`config.mk`:
```
export PLATFORM = sky130hd
export DESIGN_NAME = uart_word_tx_arbiter
export DESIGN_NICKNAME = d
export VERILOG_FILES = /design/src/rtl/uart_arb_pkg.sv /design/src/rtl/rr_arbiter.sv /design/src/rtl/uart_word_tx_arbiter.sv
export SDC_FILE = /design/constraint.sdc
export NUM_CORES = 1
export LEC_CHECK = 0
export ABC_AREA = 1
export ABC_CLOCK_PERIOD_IN_PS = 1400
export CORE_ASPECT_RATIO = 2
export CORE_UTILIZATION = 43
export DETAILED_ROUTE_END_ITERATION = 10
export PLACE_DENSITY = 0.77
export SLEW_MARGIN = 5
export SYNTH_ARGS = -nofsm -noshare
export SYNTH_HDL_FRONTEND = slang
export SYNTH_HIERARCHICAL = 1
export SYNTH_SLANG_ARGS = --single-unit
```
`constraint.sdc`:
```
create_clock -name clk -period 1.4 [get_ports clk]
set_input_delay 0.28 -clock clk [delete_from_list [all_inputs] [get_ports clk]]
set_output_delay 0.28 -clock clk [all_outputs]
set_load 0.05 [all_outputs]
```
`src/rtl/uart_arb_pkg.sv`:
```
// Shared types and constants for the word-level UART TX arbiter and the
// CPU communication controller: FSM state encoding, byte width, command codes.
package uart_arb_pkg;

    localparam int BYTE_W = 8;

    // Command/response codes exchanged with the host over the UART link.
    localparam logic [7:0] CMD_RESET   = 8'd1;
    localparam logic [7:0] CMD_SEND_PC = 8'd2;
    localparam logic [7:0] RSP_READY   = 8'd3;

    typedef enum logic [1:0] {
        IDLE = 2'd0,
        SEND = 2'd1,
        DONE = 2'd2
    } arb_state_e;

    // Index width for a set of n requesters, never narrower than one bit.
    function automatic int idx_w(input int n);
        return (n > 1) ? $clog2(n) : 1;
    endfunction

endpackage

```
`src/rtl/rr_arbiter.sv`:
```
// Combinational round-robin picker: first set req bit above last_grant, wrapping.
// Ports: req, last_grant in; gnt (one-hot) and gnt_idx out.
module rr_arbiter
    import uart_arb_pkg::*;
#(
    parameter int NUM_REQ = 2,
    parameter int IDX_W   = idx_w(NUM_REQ)
) (
    input  logic [NUM_REQ-1:0] req,
    input  logic [IDX_W-1:0]   last_grant,
    output logic [NUM_REQ-1:0] gnt,
    output logic [IDX_W-1:0]   gnt_idx
);

    always_comb begin
        int   c;
        logic found;
        c       = 0;
        found   = 1'b0;
        gnt     = '0;
        gnt_idx = '0;
        // Search starts one past the last winner, so that winner ranks last.
        for (int i = 1; i <= NUM_REQ; i++) begin
            c = (int'(last_grant) + i) % NUM_REQ;
            if (!found && req[c[IDX_W-1:0]]) begin
                found                 = 1'b1;
                gnt[c[IDX_W-1:0]]     = 1'b1;
                gnt_idx               = c[IDX_W-1:0];
            end
        end
    end

endmodule

```
`src/rtl/uart_word_tx_arbiter.sv`:
```
// Shares one byte UART TX among NUM_REQ word requesters, round-robin.
// Ports: clk, reset, req, req_data in; done, busy, grant_idx out;
// byte_data/byte_valid out with byte_ready in (valid/ready handshake).
module uart_word_tx_arbiter
    import uart_arb_pkg::*;
#(
    parameter int NUM_REQ    = 2,
    parameter int WORD_BYTES = 4,
    parameter bit MSB_FIRST  = 1'b0
) (
    input  logic                               clk,
    input  logic                               reset,
    input  logic [NUM_REQ-1:0]                 req,
    input  logic [NUM_REQ*8*WORD_BYTES-1:0]    req_data,
    output logic [NUM_REQ-1:0]                 done,
    output logic                               busy,
    output logic [$clog2(NUM_REQ)-1:0]         grant_idx,
    output logic [7:0]                         byte_data,
    output logic                               byte_valid,
    input  logic                               byte_ready
);

    localparam int IDX_W  = $clog2(NUM_REQ);
    localparam int WORD_W = BYTE_W * WORD_BYTES;
    localparam int CNT_W  = idx_w(WORD_BYTES);
    localparam logic [CNT_W-1:0] LAST_BYTE = CNT_W'(WORD_BYTES - 1);
    localparam logic [IDX_W-1:0] RST_GRANT = IDX_W'(NUM_REQ - 1);

    arb_state_e        state_q, state_d;
    logic [WORD_W-1:0] shift_q, shift_d;
    logic [CNT_W-1:0]  cnt_q, cnt_d;
    logic [IDX_W-1:0]  grant_idx_q, grant_idx_d;
    logic [IDX_W-1:0]  last_grant_q, last_grant_d;

    logic [NUM_REQ-1:0] arb_gnt;
    logic [IDX_W-1:0]   arb_idx;
    logic [WORD_W-1:0]  win_word;

    rr_arbiter #(
        .NUM_REQ (NUM_REQ),
        .IDX_W   (IDX_W)
    ) u_rr_arbiter (
        .req        (req),
        .last_grant (last_grant_q),
        .gnt        (arb_gnt),
        .gnt_idx    (arb_idx)
    );

    // One-hot AND-OR mux of the winning requester's word.
    always_comb begin
        win_word = '0;
        for (int i = 0; i < NUM_REQ; i++) begin
            if (arb_gnt[i]) begin
                win_word = win_word | req_data[i*WORD_W +: WORD_W];
            end
        end
    end

    always_ff @(posedge clk or posedge reset) begin
        if (reset) begin
            state_q      <= IDLE;
            shift_q      <= '0;
            cnt_q        <= '0;
            grant_idx_q  <= RST_GRANT;
            last_grant_q <= RST_GRANT;
        end else begin
            state_q      <= state_d;
            shift_q      <= shift_d;
            cnt_q        <= cnt_d;
            grant_idx_q  <= grant_idx_d;
            last_grant_q <= last_grant_d;
        end
    end

    always_comb begin
        state_d      = state_q;
        shift_d      = shift_q;
        cnt_d        = cnt_q;
        grant_idx_d  = grant_idx_q;
        last_grant_d = last_grant_q;
        unique case (state_q)
            IDLE: begin
                if (|req) begin
                    state_d     = SEND;
                    shift_d     = win_word;
                    grant_idx_d = arb_idx;
                    cnt_d       = '0;
                end
            end
            SEND: begin
                if (byte_ready) begin
                    // Move the next byte into the output position.
                    if (MSB_FIRST) begin
                        shift_d = shift_q << BYTE_W;
                    end else begin
                        shift_d = shift_q >> BYTE_W;
                    end
                    cnt_d = cnt_q + 1'b1;
                    if (cnt_q == LAST_BYTE) begin
                        state_d = DONE;
                    end
                end
            end
            DONE: begin
                last_grant_d = grant_idx_q;
                state_d      = IDLE;
            end
            default: begin
                state_d = IDLE;
            end
        endcase
    end

    always_comb begin
        done = '0;
        if (state_q == DONE) begin
            done[grant_idx_q] = 1'b1;
        end
    end

    assign busy       = (state_q != IDLE);
    assign byte_valid = (state_q == SEND);
    assign grant_idx  = grant_idx_q;
    assign byte_data  = MSB_FIRST ? shift_q[WORD_W-1 -: BYTE_W]
                                  : shift_q[BYTE_W-1:0];

endmodule

```
==> impl_results.html <==
<table>
<tr><th>Metric</th><th>Value</th></tr>
<tr><th colspan="2">Global route</th></tr>
<tr><td>Wire length of the first global-routing pass</td><td>9680 µm</td></tr>
<tr><td>Via count of the first global-routing pass</td><td>2402</td></tr>
<tr><td>Aggregate global routing overflow</td><td>0</td></tr>
<tr><td>Pin count of the biggest net entering global routing</td><td>39</td></tr>
<tr><td>Total Routing Usage GR</td><td>22.54%</td></tr>
<tr><td>Antenna violations before repair</td><td>0</td></tr>
<tr><th colspan="2">Synthesis</th></tr>
<tr><td>Synth top area cells</td><td>nand2_1 45%, dfrtp_1 39%, buf_4 3.3%, buf_2 2.6%, dfstp_2 2.3%</td></tr>
<tr><td>Count of state elements after synthesis</td><td>38</td></tr>
<tr><td>Fraction of synthesized area in multiplexers</td><td>0%</td></tr>
<tr><td>Simple-Gate Fraction of Synth Area</td><td>between 40% and 50%</td></tr>
<tr><td>Fraction of the mapped netlist area in adder cells</td><td>0.5435%</td></tr>
<tr><td>Number of instances in the synthesized netlist</td><td>~370</td></tr>
<tr><td>Syn_area_per_cell</td><td>between 6 and 7 µm²</td></tr>
<tr><td>Fraction of post-synthesis cell area in the top cell type by area</td><td>roughly 45%</td></tr>
<tr><td>Number of library cell types mapped by synthesis</td><td>19</td></tr>
<tr><td>Fraction of the mapped netlist area in compound gates</td><td>1.250%</td></tr>
<tr><td>Leading area contributor after synthesis</td><td>nand2_1</td></tr>
<tr><td>Part of the Yosys area used for sequential elements</td><td>slightly above 40%</td></tr>
<tr><td>Xor and xnor area share after synthesis</td><td>0%</td></tr>
<tr><td>Combinational family with the most area after synthesis</td><td>simple AND/OR/NAND/NOR gates</td></tr>
<tr><td>Yosys warnings</td><td>6</td></tr>
<tr><td>Net Count, Synth</td><td>approximately 440</td></tr>
<tr><td>Cell area after synthesis</td><td>~2300 µm²</td></tr>
<tr><th colspan="2">Worst setup path</th></tr>
<tr><td>Endpoint required time on the critical path</td><td>around 1.6 ns</td></tr>
<tr><td>Delay of the slowest cell on the worst path</td><td>0.45 ns</td></tr>
<tr><td>Depth of the critical timing path with buffers and inverters included</td><td>8</td></tr>
<tr><td>Top fanout value on the critical path</td><td>5</td></tr>
<tr><td>Crit path max-delay family</td><td>simple AND/OR/NAND/NOR gates</td></tr>
<tr><td>Start point of the critical path</td><td>state_q[1]</td></tr>
<tr><td>Launching point of the worst reg2reg path</td><td>state_q[1]</td></tr>
<tr><td>Number of cells on the worst reg-to-reg path</td><td>8</td></tr>
<tr><td>Data arrival, critical path</td><td>1.67 ns</td></tr>
<tr><td>Most frequent CP cell</td><td>nand2_1</td></tr>
<tr><td>Type of element capturing the critical path</td><td>register</td></tr>
<tr><td>Cell chain of the critical path</td><td>inv_4 -&gt; buf_6 -&gt; nand3b_1 -&gt; inv_2 -&gt; nor2_4 -&gt; clkbuf_16 -&gt; nand2_1 -&gt; nand2_1</td></tr>
<tr><td>Reg2Reg Capture Point</td><td>shift_q[17]</td></tr>
<tr><td>Critical setup path kind</td><td>reg -&gt; reg</td></tr>
<tr><td>Critical path launch point type</td><td>register</td></tr>
<tr><td>FF-to-FF setup slack</td><td>-0.04 ns</td></tr>
<tr><td>Total buffers and inverters traversed by the critical path</td><td>4</td></tr>
<tr><td>Crit path max-delay cell type</td><td>dfrtp_2</td></tr>
<tr><th colspan="2">Clocking</th></tr>
<tr><td>CTS H-tree depth</td><td>2</td></tr>
<tr><td>Deepest clock path buffer count</td><td>2</td></tr>
<tr><td>TritonCTS clock tree</td><td>built</td></tr>
<tr><td>Insertion delay of the later-clocked pin in the worst-skew pair</td><td>approximately 0.29 ns</td></tr>
<tr><td>Cell chosen for the clock root</td><td>clkbuf_8</td></tr>
<tr><td>Clock slew seen by the registers of the worst setup and hold paths</td><td>about 0.07 ns</td></tr>
<tr><td>Clock sink total</td><td>38</td></tr>
<tr><td>Number of CTS-inserted buffers</td><td>5</td></tr>
<tr><td>Hold Buf Count CTS</td><td>0</td></tr>
<tr><th colspan="2">Routing</th></tr>
<tr><td>Total detailed-routing wirelength</td><td>between 6000 and 7000 µm</td></tr>
<tr><td>Vias per cell</td><td>between 4 and 5</td></tr>
<tr><td>Detailed router's first-iteration violation count</td><td>~70</td></tr>
<tr><td>Post-detailed-route count of antenna-violating nets</td><td>0</td></tr>
<tr><td>Length of the first detailed-routing pass in iterations</td><td>4</td></tr>
<tr><td>Number of DRC violations after detailed routing</td><td>0</td></tr>
<tr><td>Avg WL per Cell</td><td>about 13 µm</td></tr>
<tr><td>Total number of vias</td><td>between 2000 and 2500</td></tr>
<tr><th colspan="2">Floorplanning</th></tr>
<tr><td>Vertical die dimension</td><td>between 100 and 150 µm</td></tr>
<tr><td>Die outline area</td><td>5669 µm²</td></tr>
<tr><td>Effective utilization at floorplan</td><td>between 40 and 50%</td></tr>
<tr><td>Cell row count</td><td>37</td></tr>
<tr><td>Core Footprint</td><td>5139 µm²</td></tr>
<tr><td>Boundary pin count</td><td>between 80 and 90</td></tr>
<tr><td>Floorplan die width</td><td>between 50 and 60 µm</td></tr>
<tr><th colspan="2">Power</th></tr>
<tr><td>Worst-case vdd ir drop</td><td>slightly below 0.002 V</td></tr>
<tr><td>Overall power</td><td>roughly 0.0068 W</td></tr>
<tr><td>P_leak</td><td>2.121 nW</td></tr>
<tr><td>P per Cell Area</td><td>1737 nW/µm²</td></tr>
<tr><th colspan="2">Job</th></tr>
<tr><td>Max-cap violations</td><td>0</td></tr>
<tr><th colspan="2">Timing</th></tr>
<tr><td>Final critical-path required period</td><td>1.444 ns</td></tr>
<tr><td>Unrepaired setup endpoints after global routing</td><td>yes</td></tr>
<tr><td>Max transition margin</td><td>79.54%</td></tr>
<tr><td>Final worst clock skew</td><td>roughly 0.0066 ns</td></tr>
<tr><td>Ratio of final minimum period to clock period</td><td>103.1%</td></tr>
<tr><td>Slew of the pin with the lowest slew margin</td><td>0.3064 ns</td></tr>
<tr><td>Number of hold violations in the final report</td><td>0</td></tr>
<tr><td>Pins Over Slew Limit</td><td>0</td></tr>
<tr><td>Fmax achieved</td><td>0.6926 GHz</td></tr>
<tr><td>Final worst setup slack</td><td>-0.04385 ns</td></tr>
<tr><td>Minimum hold slack</td><td>about 0.35 ns</td></tr>
<tr><td>Final-report setup violation count</td><td>10</td></tr>
<tr><th colspan="2">Finish</th></tr>
<tr><td>Number of diodes</td><td>0</td></tr>
<tr><td>Filler cells</td><td>357</td></tr>
<tr><td>Share of the core filled with cells</td><td>75.70%</td></tr>
<tr><td>Layout Area Growth over Synthesis</td><td>68.97%</td></tr>
<tr><td>Ratio of cells with drive above 1 in the final layout</td><td>24.62%</td></tr>
<tr><td>Non-filler cells, final</td><td>approximately 520</td></tr>
<tr><td>Nets@finish</td><td>532</td></tr>
<tr><th colspan="2">Outcome</th></tr>
<tr><td>Violated checks</td><td>negative setup slack</td></tr>
<tr><td>Outcome</td><td>complete, but fails checks</td></tr>
<tr><th colspan="2">Placement</th></tr>
<tr><td>Worst-case setup slack after placement</td><td>-0.3061 ns</td></tr>
<tr><td>Placer's final routability congestion estimate</td><td>0.8043</td></tr>
<tr><td>Detail Placement HPWL</td><td>between 3000 and 4000 µm</td></tr>
<tr><td>Inst Count DP</td><td>499</td></tr>
<tr><td>Port Buf Inserts</td><td>81</td></tr>
<tr><th colspan="2">Worst hold path</th></tr>
<tr><td>Class of the most critical hold timing path</td><td>in -&gt; async</td></tr>
</table>
## what timing repair did
item,CTS,global route
pin swaps,2,42
gates cloned,0,6
endpoints found under the setup margin,14,28
resized for setup,11,68
buffers inserted,2,6
## stage by stage
| step | cell area, µm² | setup TNS [ns] |
|---|---|---|
| after global routing | 3890 | -1.487 |
| after global placement | 3354 | -6.883 |
| after detailed placement | 3354 | -8.015 |
| final | 3890 | -0.1737 |
| after floorplan | 2305 | -0.2222 |
| after CTS | 3510 | -0.1190 |
## registers in the layout (all words and copies together), names as in the netlist
| register | count |
|---|---|
| shift_q | 32 |
| cnt_q | 2 |
| state_q | 2 |
| grant_idx | 1 |
| last_grant_q | 1 |
## layout by cell type (no fill, tap or decap)
| cell | n |
|---|---|
| a211o_1 | 1 |
| a21oi_1 | 1 |
| a21oi_4 | 1 |
| buf_12 | 18 |
| buf_4 | 15 |
| buf_6 | 7 |
| clkbuf_16 | 4 |
| clkbuf_8 | 8 |
| clkdlybuf4s50_1 | 67 |
| dfrtp_1 | 34 |
| dfrtp_2 | 2 |
| dfstp_2 | 2 |
| dlymetal6s2s_1 | 1 |
| ha_1 | 1 |
| inv_1 | 5 |
| inv_2 | 3 |
| inv_4 | 1 |
| inv_6 | 1 |
| nand2_1 | 231 |
| nand2_2 | 34 |
| nand2_4 | 12 |
| nand2_8 | 1 |
| nand3_1 | 1 |
| nand3_2 | 1 |
| nand3b_1 | 2 |
| nand4_1 | 1 |
| nor2_1 | 2 |
| nor2_2 | 1 |
| nor2_4 | 3 |
| o21ai_0 | 2 |
## worst reg2reg max path, delay by kind of cell, from the launching register on
| kind | cells | cell delay (ns) |
|---|---|---|
| buf+inv | 4 | 0.45 |
| flops | 1 | 0.45 |
| simple gates | 4 | 0.50 |
## power by group
part | internal, W | leakage, nW | switching [W]
clock network | 0.000497 | 0.0575 | 0.000382
logic | 0.00184 | 1.57 | 0.00214
registers | 0.00155 | 0.494 | 0.000347
total | 0.00389 | 2.12 | 0.00286
## Yosys cell counts
cell type / count
nor2_1: 5
buf_2: 12
nand4_1: 1
a211o_1: 1
inv_2: 2
o21ai_0: 2
buf_6: 2
buf_4: 10
nand2_1: 277
nand3_2: 1
dfrtp_1: 36
ha_1: 1
nand2_2: 1
nand3b_1: 2
nor2_4: 1
a21oi_1: 2
dfstp_2: 2
inv_1: 8
nand3_1: 1
## how the worst max path moves through the flow
stage | to | slack, ns
after floorplan | done[1] | -0.12
after global placement | shift_q[21] | -0.28
after detailed placement | shift_q[21] | -0.31
after CTS | byte_valid | -0.04
after global routing | shift_q[17] | -0.12
final | shift_q[17] | -0.04
## routing by layer
metal	up-vias	global-route usage, %	share of wire, %	routed length, µm
li1	1279	-	-	-
met1	1113	24.21	37	2412
met2	90	41.09	56	3621
met3	14	3.608	4.9	317
met4	0	8.083	2.5	163
met5	-	0	0	0
## kinds of logic (layout without fill, tap and decap cells)
kind of cell	count (synthesis)	count (layout)
adders and majority gates	1	1
AOI/OAI and AO/OA	5	5
and+or+nand+nor	289	289
DFF	38	38
buffers and inverters	34	130
## cell type report
cell class              instances  area, µm²  area share [%]
clock buffers                   8      110.1           2.831
inverters                      10      45.04           1.158
multi-input cells             295       1371           35.25
flip-flops and latches         38      955.9           24.57
well taps                      58      72.57           1.866
repair buffers                112       1335           34.32
(Power assumes the default switching activity.)
